### src/rtl/cuckoo_pkg.sv
// Shared definitions for the two-table cuckoo hash store: response status
// codes, FSM state encodings and the h1/h2 index hash functions.
package cuckoo_pkg;

  // Golden-ratio multiplier used by the h2 multiplicative hash
  localparam logic [31:0] HASH_MUL = 32'h9E3779B1;

  // Response status encodings
  localparam logic [1:0] STAT_OK        = 2'b00;
  localparam logic [1:0] STAT_FOUND     = 2'b01;
  localparam logic [1:0] STAT_NOT_FOUND = 2'b10;
  localparam logic [1:0] STAT_FAIL      = 2'b11;

  // Controller FSM state encodings
  typedef logic [1:0] state_t;
  localparam logic [1:0] S_IDLE  = 2'd0;
  localparam logic [1:0] S_CHK   = 2'd1;
  localparam logic [1:0] S_PLACE = 2'd2;
  localparam logic [1:0] S_RSP   = 2'd3;

  // h1: XOR-fold of the key in idx_w-bit chunks (keys up to 64 bits,
  // indices up to 16 bits; the caller truncates to its own index width)
  function automatic logic [15:0] h1_fold(input logic [63:0] k,
                                          input int key_w,
                                          input int idx_w);
    logic [15:0] mask;
    logic [15:0] acc;
    mask = 16'((17'd1 << idx_w) - 17'd1);
    acc  = 16'd0;
    for (int i = 0; i < 64; i++) begin
      if ((i * idx_w) < key_w) begin
        acc = acc ^ (16'(k >> (i * idx_w)) & mask);
      end else begin
        acc = acc;
      end
    end
    return acc;
  endfunction

  // h2: top idx_w bits of (k * HASH_MUL) mod 2**key_w
  function automatic logic [15:0] h2_mul(input logic [63:0] k,
                                         input int key_w,
                                         input int idx_w);
    logic [63:0] prod;
    prod = k * {32'h0000_0000, HASH_MUL};
    if (key_w < 64) begin
      prod = prod & ((64'd1 << key_w) - 64'd1);
    end else begin
      prod = prod;
    end
    return 16'((prod >> (key_w - idx_w)) & ((64'd1 << idx_w) - 64'd1));
  endfunction

endpackage

### src/rtl/cuckoo_insert_ctrl_if.sv
// Request/response bundle between a key-value requester and the cuckoo
// insert controller. The requester uses the master view, the controller
// the slave view.
interface cuckoo_insert_ctrl_if #(
  parameter int KEY_W = 32,
  parameter int IDX_W = 4
);
  logic               req_valid;
  logic               req_ready;
  logic               req_op;
  logic [KEY_W-1:0]   req_key;
  logic               rsp_valid;
  logic [1:0]         rsp_status;
  logic [IDX_W:0]     rsp_pos;
  logic [KEY_W-1:0]   rsp_key;
  logic [IDX_W+1:0]   occ_count;

  modport master (
    output req_valid, req_op, req_key,
    input  req_ready, rsp_valid, rsp_status, rsp_pos, rsp_key, occ_count
  );

  modport slave (
    input  req_valid, req_op, req_key,
    output req_ready, rsp_valid, rsp_status, rsp_pos, rsp_key, occ_count
  );
endinterface

### src/rtl/cuckoo_table.sv
// One cuckoo hash table: 2**IDX_W key slots with valid bits.
// Combinational read, single synchronous write port; reset empties it.
module cuckoo_table #(
  parameter int KEY_W = 32,
  parameter int IDX_W = 4
) (
  input  logic             clk,
  input  logic             rst,
  input  logic [IDX_W-1:0] rd_idx,
  output logic [KEY_W-1:0] rd_key,
  output logic             rd_valid,
  input  logic             wr_en,
  input  logic [IDX_W-1:0] wr_idx,
  input  logic [KEY_W-1:0] wr_key
);
  localparam int DEPTH = 1 << IDX_W;

  logic [KEY_W-1:0] key_mem_r [DEPTH];
  logic [DEPTH-1:0] vld_r;

  assign rd_key   = key_mem_r[rd_idx];
  assign rd_valid = vld_r[rd_idx];

  // Slot storage: reset clears every slot, otherwise a write fills one slot
  always_ff @(posedge clk) begin
    if (rst) begin
      vld_r <= {DEPTH{1'b0}};
      for (int i = 0; i < DEPTH; i++) begin
        key_mem_r[i] <= {KEY_W{1'b0}};
      end
    end else if (wr_en) begin
      vld_r[wr_idx]     <= 1'b1;
      key_mem_r[wr_idx] <= wr_key;
    end else begin
      vld_r <= vld_r;
    end
  end

endmodule

### src/rtl/cuckoo_insert_ctrl.sv
// Sequencing controller for the two-table cuckoo hash store. Accepts one
// lookup/insert at a time, runs the duplicate check, then a bounded
// kick-out chain (one table access per cycle), and returns a one-cycle
// status pulse. It is the only writer of the two tables.
module cuckoo_insert_ctrl
  import cuckoo_pkg::*;
#(
  parameter int KEY_W     = 32,
  parameter int IDX_W     = 4,
  parameter int MAX_KICKS = 20
) (
  input logic                clk,
  input logic                rst,
  cuckoo_insert_ctrl_if.slave bus
);
  localparam int KICK_W = $clog2(MAX_KICKS + 1);
  localparam int POS_W  = IDX_W + 1;
  localparam int OCC_W  = IDX_W + 2;
  localparam logic [KICK_W-1:0] KICK_LAST = KICK_W'(MAX_KICKS);

  // Registered state
  state_t             state_r;
  logic               op_r;
  logic [KEY_W-1:0]   cur_r;
  logic               tbl_r;
  logic [KICK_W-1:0]  kicks_r;
  logic [OCC_W-1:0]   occ_r;
  logic               req_ready_r;
  logic               rsp_valid_r;
  logic [1:0]         rsp_status_r;
  logic [POS_W-1:0]   rsp_pos_r;
  logic [KEY_W-1:0]   rsp_key_r;

  // Next-state values
  state_t             state_nx;
  logic               op_nx;
  logic [KEY_W-1:0]   cur_nx;
  logic               tbl_nx;
  logic [KICK_W-1:0]  kicks_nx;
  logic [OCC_W-1:0]   occ_nx;
  logic               rsp_valid_nx;
  logic [1:0]         rsp_status_nx;
  logic [POS_W-1:0]   rsp_pos_nx;
  logic [KEY_W-1:0]   rsp_key_nx;

  // Table access
  logic [IDX_W-1:0]   h1_cur_s;
  logic [IDX_W-1:0]   h2_cur_s;
  logic [KEY_W-1:0]   t1_key_s;
  logic [KEY_W-1:0]   t2_key_s;
  logic               t1_vld_s;
  logic               t2_vld_s;
  logic               t1_we_s;
  logic               t2_we_s;
  logic               t1_hit_s;
  logic               t2_hit_s;
  logic [IDX_W-1:0]   place_idx_s;
  logic [KEY_W-1:0]   place_key_s;
  logic               place_vld_s;
  logic [KICK_W-1:0]  kicks_inc_s;

  // Both tables are always addressed by the hashes of cur; in CHK cur holds
  // the request key, in PLACE it holds the key currently being placed.
  assign h1_cur_s = IDX_W'(h1_fold(64'(cur_r), KEY_W, IDX_W));
  assign h2_cur_s = IDX_W'(h2_mul(64'(cur_r), KEY_W, IDX_W));

  assign t1_hit_s = t1_vld_s && (t1_key_s == cur_r);
  assign t2_hit_s = t2_vld_s && (t2_key_s == cur_r);

  assign place_idx_s = tbl_r ? h2_cur_s : h1_cur_s;
  assign place_key_s = tbl_r ? t2_key_s : t1_key_s;
  assign place_vld_s = tbl_r ? t2_vld_s : t1_vld_s;
  assign kicks_inc_s = kicks_r + KICK_W'(1);

  cuckoo_table #(.KEY_W(KEY_W), .IDX_W(IDX_W)) u_t1 (
    .clk      (clk),
    .rst      (rst),
    .rd_idx   (h1_cur_s),
    .rd_key   (t1_key_s),
    .rd_valid (t1_vld_s),
    .wr_en    (t1_we_s),
    .wr_idx   (h1_cur_s),
    .wr_key   (cur_r)
  );

  cuckoo_table #(.KEY_W(KEY_W), .IDX_W(IDX_W)) u_t2 (
    .clk      (clk),
    .rst      (rst),
    .rd_idx   (h2_cur_s),
    .rd_key   (t2_key_s),
    .rd_valid (t2_vld_s),
    .wr_en    (t2_we_s),
    .wr_idx   (h2_cur_s),
    .wr_key   (cur_r)
  );

  // FSM next-state, table write enables and response construction
  always_comb begin
    state_nx      = state_r;
    op_nx         = op_r;
    cur_nx        = cur_r;
    tbl_nx        = tbl_r;
    kicks_nx      = kicks_r;
    occ_nx        = occ_r;
    rsp_valid_nx  = 1'b0;
    rsp_status_nx = rsp_status_r;
    rsp_pos_nx    = rsp_pos_r;
    rsp_key_nx    = rsp_key_r;
    t1_we_s       = 1'b0;
    t2_we_s       = 1'b0;

    case (state_r)
      S_IDLE: begin
        if (bus.req_valid) begin
          op_nx    = bus.req_op;
          cur_nx   = bus.req_key;
          tbl_nx   = 1'b0;
          kicks_nx = {KICK_W{1'b0}};
          state_nx = S_CHK;
        end else begin
          state_nx = S_IDLE;
        end
      end

      S_CHK: begin
        if (t1_hit_s) begin
          rsp_status_nx = STAT_FOUND;
          rsp_pos_nx    = {1'b0, h1_cur_s};
          rsp_key_nx    = {KEY_W{1'b0}};
          rsp_valid_nx  = 1'b1;
          state_nx      = S_RSP;
        end else if (t2_hit_s) begin
          rsp_status_nx = STAT_FOUND;
          rsp_pos_nx    = {1'b1, h2_cur_s};
          rsp_key_nx    = {KEY_W{1'b0}};
          rsp_valid_nx  = 1'b1;
          state_nx      = S_RSP;
        end else if (!op_r) begin
          rsp_status_nx = STAT_NOT_FOUND;
          rsp_pos_nx    = {POS_W{1'b0}};
          rsp_key_nx    = {KEY_W{1'b0}};
          rsp_valid_nx  = 1'b1;
          state_nx      = S_RSP;
        end else begin
          state_nx = S_PLACE;
        end
      end

      S_PLACE: begin
        // cur is written into the addressed slot whether or not it is full
        t1_we_s = ~tbl_r;
        t2_we_s = tbl_r;
        if (!place_vld_s) begin
          occ_nx        = occ_r + OCC_W'(1);
          rsp_status_nx = STAT_OK;
          rsp_pos_nx    = {tbl_r, place_idx_s};
          rsp_key_nx    = {KEY_W{1'b0}};
          rsp_valid_nx  = 1'b1;
          state_nx      = S_RSP;
        end else begin
          cur_nx   = place_key_s;
          tbl_nx   = ~tbl_r;
          kicks_nx = kicks_inc_s;
          if (kicks_inc_s == KICK_LAST) begin
            // The evicted occupant is left without a home
            rsp_status_nx = STAT_FAIL;
            rsp_pos_nx    = {tbl_r, place_idx_s};
            rsp_key_nx    = place_key_s;
            rsp_valid_nx  = 1'b1;
            state_nx      = S_RSP;
          end else begin
            state_nx = S_PLACE;
          end
        end
      end

      S_RSP: begin
        state_nx = S_IDLE;
      end

      default: begin
        state_nx = S_IDLE;
      end
    endcase
  end

  // State, datapath and output registers; reset aborts any chain in flight
  always_ff @(posedge clk) begin
    if (rst) begin
      state_r      <= S_IDLE;
      op_r         <= 1'b0;
      cur_r        <= {KEY_W{1'b0}};
      tbl_r        <= 1'b0;
      kicks_r      <= {KICK_W{1'b0}};
      occ_r        <= {OCC_W{1'b0}};
      req_ready_r  <= 1'b1;
      rsp_valid_r  <= 1'b0;
      rsp_status_r <= 2'b00;
      rsp_pos_r    <= {POS_W{1'b0}};
      rsp_key_r    <= {KEY_W{1'b0}};
    end else begin
      state_r      <= state_nx;
      op_r         <= op_nx;
      cur_r        <= cur_nx;
      tbl_r        <= tbl_nx;
      kicks_r      <= kicks_nx;
      occ_r        <= occ_nx;
      req_ready_r  <= (state_nx == S_IDLE);
      rsp_valid_r  <= rsp_valid_nx;
      rsp_status_r <= rsp_status_nx;
      rsp_pos_r    <= rsp_pos_nx;
      rsp_key_r    <= rsp_key_nx;
    end
  end

  assign bus.req_ready  = req_ready_r;
  assign bus.rsp_valid  = rsp_valid_r;
  assign bus.rsp_status = rsp_status_r;
  assign bus.rsp_pos    = rsp_pos_r;
  assign bus.rsp_key    = rsp_key_r;
  assign bus.occ_count  = occ_r;

endmodule
### src/flat_wrapper.sv
// flat-port wrapper written by rule: the top's interface ports become plain ports
module cuckoo_insert_ctrl_flat import cuckoo_pkg::*;
#(
  parameter int KEY_W     = 32,
  parameter int IDX_W     = 4,
  parameter int MAX_KICKS = 20
)
  (clk, rst, bus_req_valid, bus_req_op, bus_req_key, bus_req_ready, bus_rsp_valid, bus_rsp_status, bus_rsp_pos, bus_rsp_key, bus_occ_count);
  cuckoo_insert_ctrl_if #(.KEY_W(KEY_W), .IDX_W(IDX_W)) bus_i ();
  input logic clk;
  input logic rst;
  input wire logic [$bits(bus_i.req_valid)-1:0] bus_req_valid;
  input wire logic [$bits(bus_i.req_op)-1:0] bus_req_op;
  input wire logic [$bits(bus_i.req_key)-1:0] bus_req_key;
  output wire logic [$bits(bus_i.req_ready)-1:0] bus_req_ready;
  output wire logic [$bits(bus_i.rsp_valid)-1:0] bus_rsp_valid;
  output wire logic [$bits(bus_i.rsp_status)-1:0] bus_rsp_status;
  output wire logic [$bits(bus_i.rsp_pos)-1:0] bus_rsp_pos;
  output wire logic [$bits(bus_i.rsp_key)-1:0] bus_rsp_key;
  output wire logic [$bits(bus_i.occ_count)-1:0] bus_occ_count;
  assign bus_i.req_valid = bus_req_valid;
  assign bus_i.req_op = bus_req_op;
  assign bus_i.req_key = bus_req_key;
  assign bus_req_ready = bus_i.req_ready;
  assign bus_rsp_valid = bus_i.rsp_valid;
  assign bus_rsp_status = bus_i.rsp_status;
  assign bus_rsp_pos = bus_i.rsp_pos;
  assign bus_rsp_key = bus_i.rsp_key;
  assign bus_occ_count = bus_i.occ_count;
  cuckoo_insert_ctrl #(.KEY_W(KEY_W), .IDX_W(IDX_W), .MAX_KICKS(MAX_KICKS)) u_core (.clk(clk), .rst(rst), .bus(bus_i));
endmodule
### config.mk
export PLATFORM = sky130hd
export DESIGN_NAME = cuckoo_insert_ctrl_flat
export DESIGN_NICKNAME = d
export VERILOG_FILES = /design/src/rtl/cuckoo_pkg.sv /design/src/rtl/cuckoo_insert_ctrl_if.sv /design/src/rtl/cuckoo_table.sv /design/src/rtl/cuckoo_insert_ctrl.sv /design/src/flat_wrapper.sv
export SDC_FILE = /design/constraint.sdc
export NUM_CORES = 2
export LEC_CHECK = 0
export ABC_AREA = 1
export CAP_MARGIN = 40
export CELL_PAD_IN_SITES_DETAIL_PLACEMENT = 1
export CELL_PAD_IN_SITES_GLOBAL_PLACEMENT = 2
export CORE_UTILIZATION = 40
export CTS_BUF_LIST = sky130_fd_sc_hd__clkbuf_16
export CTS_CLUSTER_SIZE = 28
export DETAILED_ROUTE_END_ITERATION = 7
export GPL_ROUTABILITY_DRIVEN = 0
export PLACE_DENSITY_LB_ADDON = 0.25
export SLEW_MARGIN = 10
export SYNTH_ARGS = -nofsm -noshare
export SYNTH_HDL_FRONTEND = slang
export SYNTH_SLANG_ARGS = --single-unit
### constraint.sdc
create_clock -name clk -period 10.4 [get_ports clk]
set_input_delay 3.12 -clock clk [delete_from_list [all_inputs] [get_ports clk]]
set_output_delay 3.12 -clock clk [all_outputs]
set_load 0.01 [all_outputs]
* After elaboration in Yosys (flattened, before gate mapping)
Memory sizes are Yosys's and may differ from the RTL's. Index checks and enable logic that the tools add are counted.
Word-level totals: register bits 120, RAM bits 1024, bits of input ports 36, word-level logic and storage cells 124, memories 2
Cells by class: $add $sub $neg 2, multiply operators 1, magnitude comparators 4, eq/ne operators 10, mux-type cells 67, bitwise logic cells 11, reduce and logical (&&, ||, !) cells 14
Memory list:
- u_core.u_t1.key_mem_r | depth 16, width 32, read ports 1, clocked after Yosys merged registers in 0, write ports 16, line cuckoo_table.sv:18 | logic [KEY_W-1:0] key_mem_r [DEPTH];
- u_core.u_t2.key_mem_r | depth 16, width 32, read ports 1, clocked after Yosys merged registers in 0, write ports 16, line cuckoo_table.sv:18
Operators with widths (count):
- $mux W32 | 10
- $pmux W32 S2 | 2
- $eq A32 B32 Y1 | 2
- $reduce_or A32 Y1 | 2
- $mux W5 | 7
- $mul A32 B32 Y32 const B | 1
- $or A16 B16 Y16 | 2
- $xor A4 B4 Y4 | 7
- $mux W1 | 27
- $pmux W5 S2 | 2
- $mux W2 | 8
- $mux W4 | 3
- $lt A4 B5 Y1 const B | 2
- $bmux W1 S4 | 2
- $demux W1 S4 | 2
- $ge A4 B1 Y1 const B | 2
- $pmux W2 S4 | 1
- $add A6 B1 Y6 const B | 1
- $reduce_and A3 Y1 | 2
- $add A5 B1 Y5 const B | 1
- $eq A5 B5 Y1 const B | 1
- $eq A2 B2 Y1 const B | 2
- $logic_and A1 B1 Y1 | 4
- $logic_not A2 Y1 | 2
- other kinds (10) | 14

* Depth between registers and ports, before layout
depth after elaboration 13, gate-level depth with buffers 51

* Hierarchy
Synthesis repeated with hierarchy kept, for this count alone.
Unflattened totals: cells, all modules 7458, area, all modules 65572.9 um2
By module, submodules not included:
- cuckoo_table (u_core.u_t2) | times used 1, cells each 2816, area an instance 25594.5 um2, seq. area each 15695.1 um2
- cuckoo_table (u_core.u_t1) | times used 1, cells each 2816, area an instance 25476.9 um2, seq. area each 15695.1 um2
- cuckoo_insert_ctrl | times used 1, cells each 1826, area an instance 14501.4 um2, seq. area each 1761.7 um2

* Worst setup path after synthesis
No wires, ideal clock.
kind register -> register, start register u_core.cur_r[9], end memory u_core.u_t2.key_mem_r[10][0] (enable), library setup time 0.389 ns, data arrival time 7.947 ns, data required time 10.011 ns, slack 2.063 ns, cell stages (with the launch flop) 32, path buffers 5, period minus slack after synthesis 8.337 ns, path through dfxtp_1 -> clkinv_1 -> clkbuf_1 -> fa_1 -> fa_1 -> inv_1 -> fa_1 -> inv_1 -> fa_1 -> inv_1 -> fa_1 -> fa_1 -> fa_1 -> inv_1 -> fa_1 -> inv_1 -> ha_1 -> nand2_1 -> nor2_1 -> nand2_1 -> nand3_1 -> nor2_1 -> nand3_1 -> nand2_1 -> nand2_1 -> buf_4 -> buf_4 -> buf_4 -> nor3_1 -> nand2_1 -> clkbuf_1 -> nand2_1
RTL lines:
- start, declared | line cuckoo_insert_ctrl.sv:24 | logic [KEY_W-1:0] cur_r;
- start signal, assigned | line cuckoo_insert_ctrl.sv:192 | cur_r <= {KEY_W{1'b0}};
- start signal, assigned | line cuckoo_insert_ctrl.sv:204 | cur_r <= cur_nx;
- end, declared | line cuckoo_table.sv:18

* Worst setup path in the final report
start register u_core.cur_r[15], end register u_core.rsp_key_r[28] (netlist: u_core.bus.rsp_key[28])
On the way: word-level cells in the longest chain between the ends 10, elaborated cells on any way between the ends 26
Ends and longest elaborated chain:
- parallel branches: the longest is 10 deep, another holds $mul A32 B32 Y32
- end signal, assigned | line cuckoo_insert_ctrl.sv:200 | rsp_key_r <= {KEY_W{1'b0}};
- end signal, assigned | line cuckoo_insert_ctrl.sv:212 | rsp_key_r <= rsp_key_nx;
- end, declared | line cuckoo_insert_ctrl.sv:32 | logic [KEY_W-1:0] rsp_key_r;
Parallel ways; which one is timed is not known. The select of a mux whose other input is x is not followed. A chain may end at the register's enable or synchronous reset.

==> results by group <==
Run status
  – Status: finished clean

Yosys
  – Sequential area share after synthesis: 52.6%
  – Synth Area in Simple Gates: 25.5%
  – Synth warn: 0
  – Mapped cell area: 63,000 um2
  – Post-synth top area share: around half
  – Synth Area in Adders: 10.2%
  – Multiplexer area fraction after synthesis: 0%
  – Synth Net Count: between 7,000 and 8,000
  – Synth Area in Compound Gates: 3.49%
  – Flops & latches, synth: 1,144
  – Main combinational cell family by area after synthesis: simple AND/OR/NAND/NOR gates
  – Netlist cell types: 36
  – Synth area leader: edfxtp_1
  – XOR/XNOR Fraction of Synth Area: 0.709%
  – Synthesized area per cell: 8.52 um2
  – Cell count after synthesis: 7,392
  – Top post-synthesis cells by area: edfxtp_1 49%, nand2_1 16%, nor2_1 8.2%

Cells and area
  – NumNets Final: a little under 8,000
  – Layout cell share with drive strength beyond 1: 6.38%
  – Area grow syn2layout: 12.9%
  – Commonest non-fill, non-tap cell in the layout: nand2_1
  – Most frequent cells in the layout: 2,616 x nand2_1, 1,371 x nor2_1, 1,024 x edfxtp_1

Floorplanning
  – Row cnt: between 100 and 150
  – Chip width: approximately 400 um
  – Core area: roughly 160,000 um2
  – DIE AREA: between 150,000 and 200,000 um2
  – Die H: 399 um
  – Initial Util: about two fifths
  – I/O Pins: 83

Worst setup path
  – Reg2reg setup slack: 0.52 ns
  – Critical-path maximum fanout: 60
  – CP most frequent cell: nand2_1
  – WS Path Type: reg2reg
  – Kind of start point of the critical path: flop
  – Arrival time at the worst endpoint: between 10 and 15 ns
  – CP Capture Type: flop
  – CP max stage cell: dfxtp_1
  – Delay of the slowest cell on the worst path: between 0.6 and 0.7 ns
  – CP required: around 11 ns

Clock network
  – Clk Latency, worst-skew pair: 0.78 ns
  – H-tree Lvls: 4
  – Max clock buf depth: 3
  – Root Driver: clkbuf_16
  – CTS hold repair buffers: 0
  – CTS Sinks: 1,144
  – CTS tree: yes
  – CTS clock-pin slew for the worst setup and hold paths: approximately 0.060 ns
  – CTS Buf Count: 134

Drt
  – First DRT Iteration DRCs: 4,061
  – DR DRC count: 0
  – Drt first pass iters: 5
  – Final WL: around 240 mm
  – Via count: 50,983
  – Via density: 5.33
  – Final ANT Viol Nets: 0
  – Drt wl/cell: 25.3 um

Place
  – Dpl hpwl: approximately 160 mm
  – Port Buf Inserts: 82

Global route
  – First-pass GRT wire length: around 350 mm
  – Largest net degree at the start of global routing: ~130
  – Initial antenna violation count: 6
  – Gr usage total: 30.4%
  – Via count of the first global-routing pass: 51,726
  – Total global routing overflow: 0

Timing
  – Tcrit/Tclk final: approximately 95%
  – Slew @ Worst Pin: 0.869 ns
  – Final setup viols: 0
  – Rel. slew slack: 42.1%
  – RSZ-0062 raised after global routing: no
  – Max-slew violation count: 0
  – Fmax: a little over 0.1 GHz
  – Clock period minus worst slack: 9.88 ns
  – Setup_tns: 0 ns
  – Setup Skew: 0.0371 ns
  – Final Hold Fails: 0

Run
  – # Max-Cap Violations: 0

Worst hold path
  – Hold Crit Class: reg2reg
[registers in the layout, summed over array words and instances, names as in the netlist]
register               flops
u_core.u_t1.key_mem_r    512
u_core.bus.rsp_status      2
u_core.state_r             2
u_core.u_t1.vld_r         16
u_core.bus.occ_count       6
u_core.bus.rsp_key        32
u_core.bus.rsp_valid       1
u_core.cur_r              32
u_core.tbl_r               1
u_core.bus.rsp_pos         5
u_core.bus.req_ready       1
u_core.kicks_r             5
u_core.u_t2.vld_r         16
u_core.u_t2.key_mem_r    512
u_core.op_r                1
[cells in the mapped netlist]
master	instances
nor2_2	5
nor3b_1	1
o22ai_1	30
nand4_1	28
inv_1	718
o21ai_1	31
nor2_1	1372
xnor2_4	1
buf_2	137
nor2_4	1
buf_4	8
clkinv_1	25
ha_1	190
inv_2	18
dfxtp_1	120
fa_1	203
buf_6	2
nand3_1	115
nor3_1	15
a31o_2	1
a21o_1	1
a21oi_1	160
xnor2_1	24
o21a_1	2
nand2_2	2
xnor2_2	1
nand3_2	2
nand2_1	2622
clkbuf_2	2
xor2_1	22
clkbuf_1	279
or2_2	5
buf_1	3
nand3b_1	17
o21ai_0	205
edfxtp_1	1024
[final timing paths]
path,start,endpoint,cells after the start
worst max-delay path,u_core.cur_r[15],u_core.bus.rsp_key[28],43
worst min-delay path,u_core.u_t1.vld_r[14],u_core.u_t1.vld_r[14],2
worst max register to register,u_core.cur_r[15],u_core.bus.rsp_key[28],43
worst min register to register,u_core.u_t1.vld_r[14],u_core.u_t1.vld_r[14],2
[through the flow]
stage | hold slack [ns] | setup WS [ns] | instance area (um2) | instances | utilization, %
after floorplan | 0.427 | 2.06 | 63000 | 7392 | -
after global placement | 0.438 | 0.703 | 66600 | 9316 | 42.6
after detailed placement | 0.443 | 0.582 | 66900 | 9333 | 42.8
after CTS | 0.454 | 0.509 | 71100 | 9566 | 45.5
after global routing | 0.478 | 0.0353 | 71100 | 9567 | 45.5
final | 0.452 | 0.519 | 71100 | 9568 | 45.5
[cell type report]
type                       count  area [um2]
fill                       18225       85100
sequential                  1144       33200
multi-input combinational   5056       25200
clock buffer                 137        3430
timing repair buffer         315        3080
inverter                     761        2870
tap                         2058        2570
clock inverter                96         762
antenna                        1        2.50
[critical path: cells and delay by family (launching register included)]
| kind | cells | cell delay (ns) |
|---|---|---|
| compound gates | 1 | 0.17 |
| fa+ha+maj | 9 | 4.32 |
| buf+inv | 7 | 0.96 |
| flops | 1 | 0.63 |
| simple gates | 26 | 3.61 |
[logic make-up (layout without fill, tap and decap cells)]
logic type / Yosys count / after routing
flops: 1144 / 1144
fa+ha+maj: 393 / 393
xor+xnor: 48 / 48
compound gates: 430 / 430
buf+inv: 1192 / 1309
other cells: 0 / 1
simple gates: 4185 / 4185
[timing repair]
item,CTS,global route
setup buffers,0,0
gates resized for setup,0,1
setup endpoints to repair,0,29
[routing by layer]
metal	part of all wire, %	track usage [%]	vias to the layer above
li1	-	-	23119
met1	41	39.0	25911
met2	48	50.9	1496
met3	5.9	4.68	453
met4	4.8	13.0	4
met5	0.0099	0	-
Power is left out: the tool's default activity adds up to more than one toggle a clock period on the data nets, which glitch-free logic cannot reach.
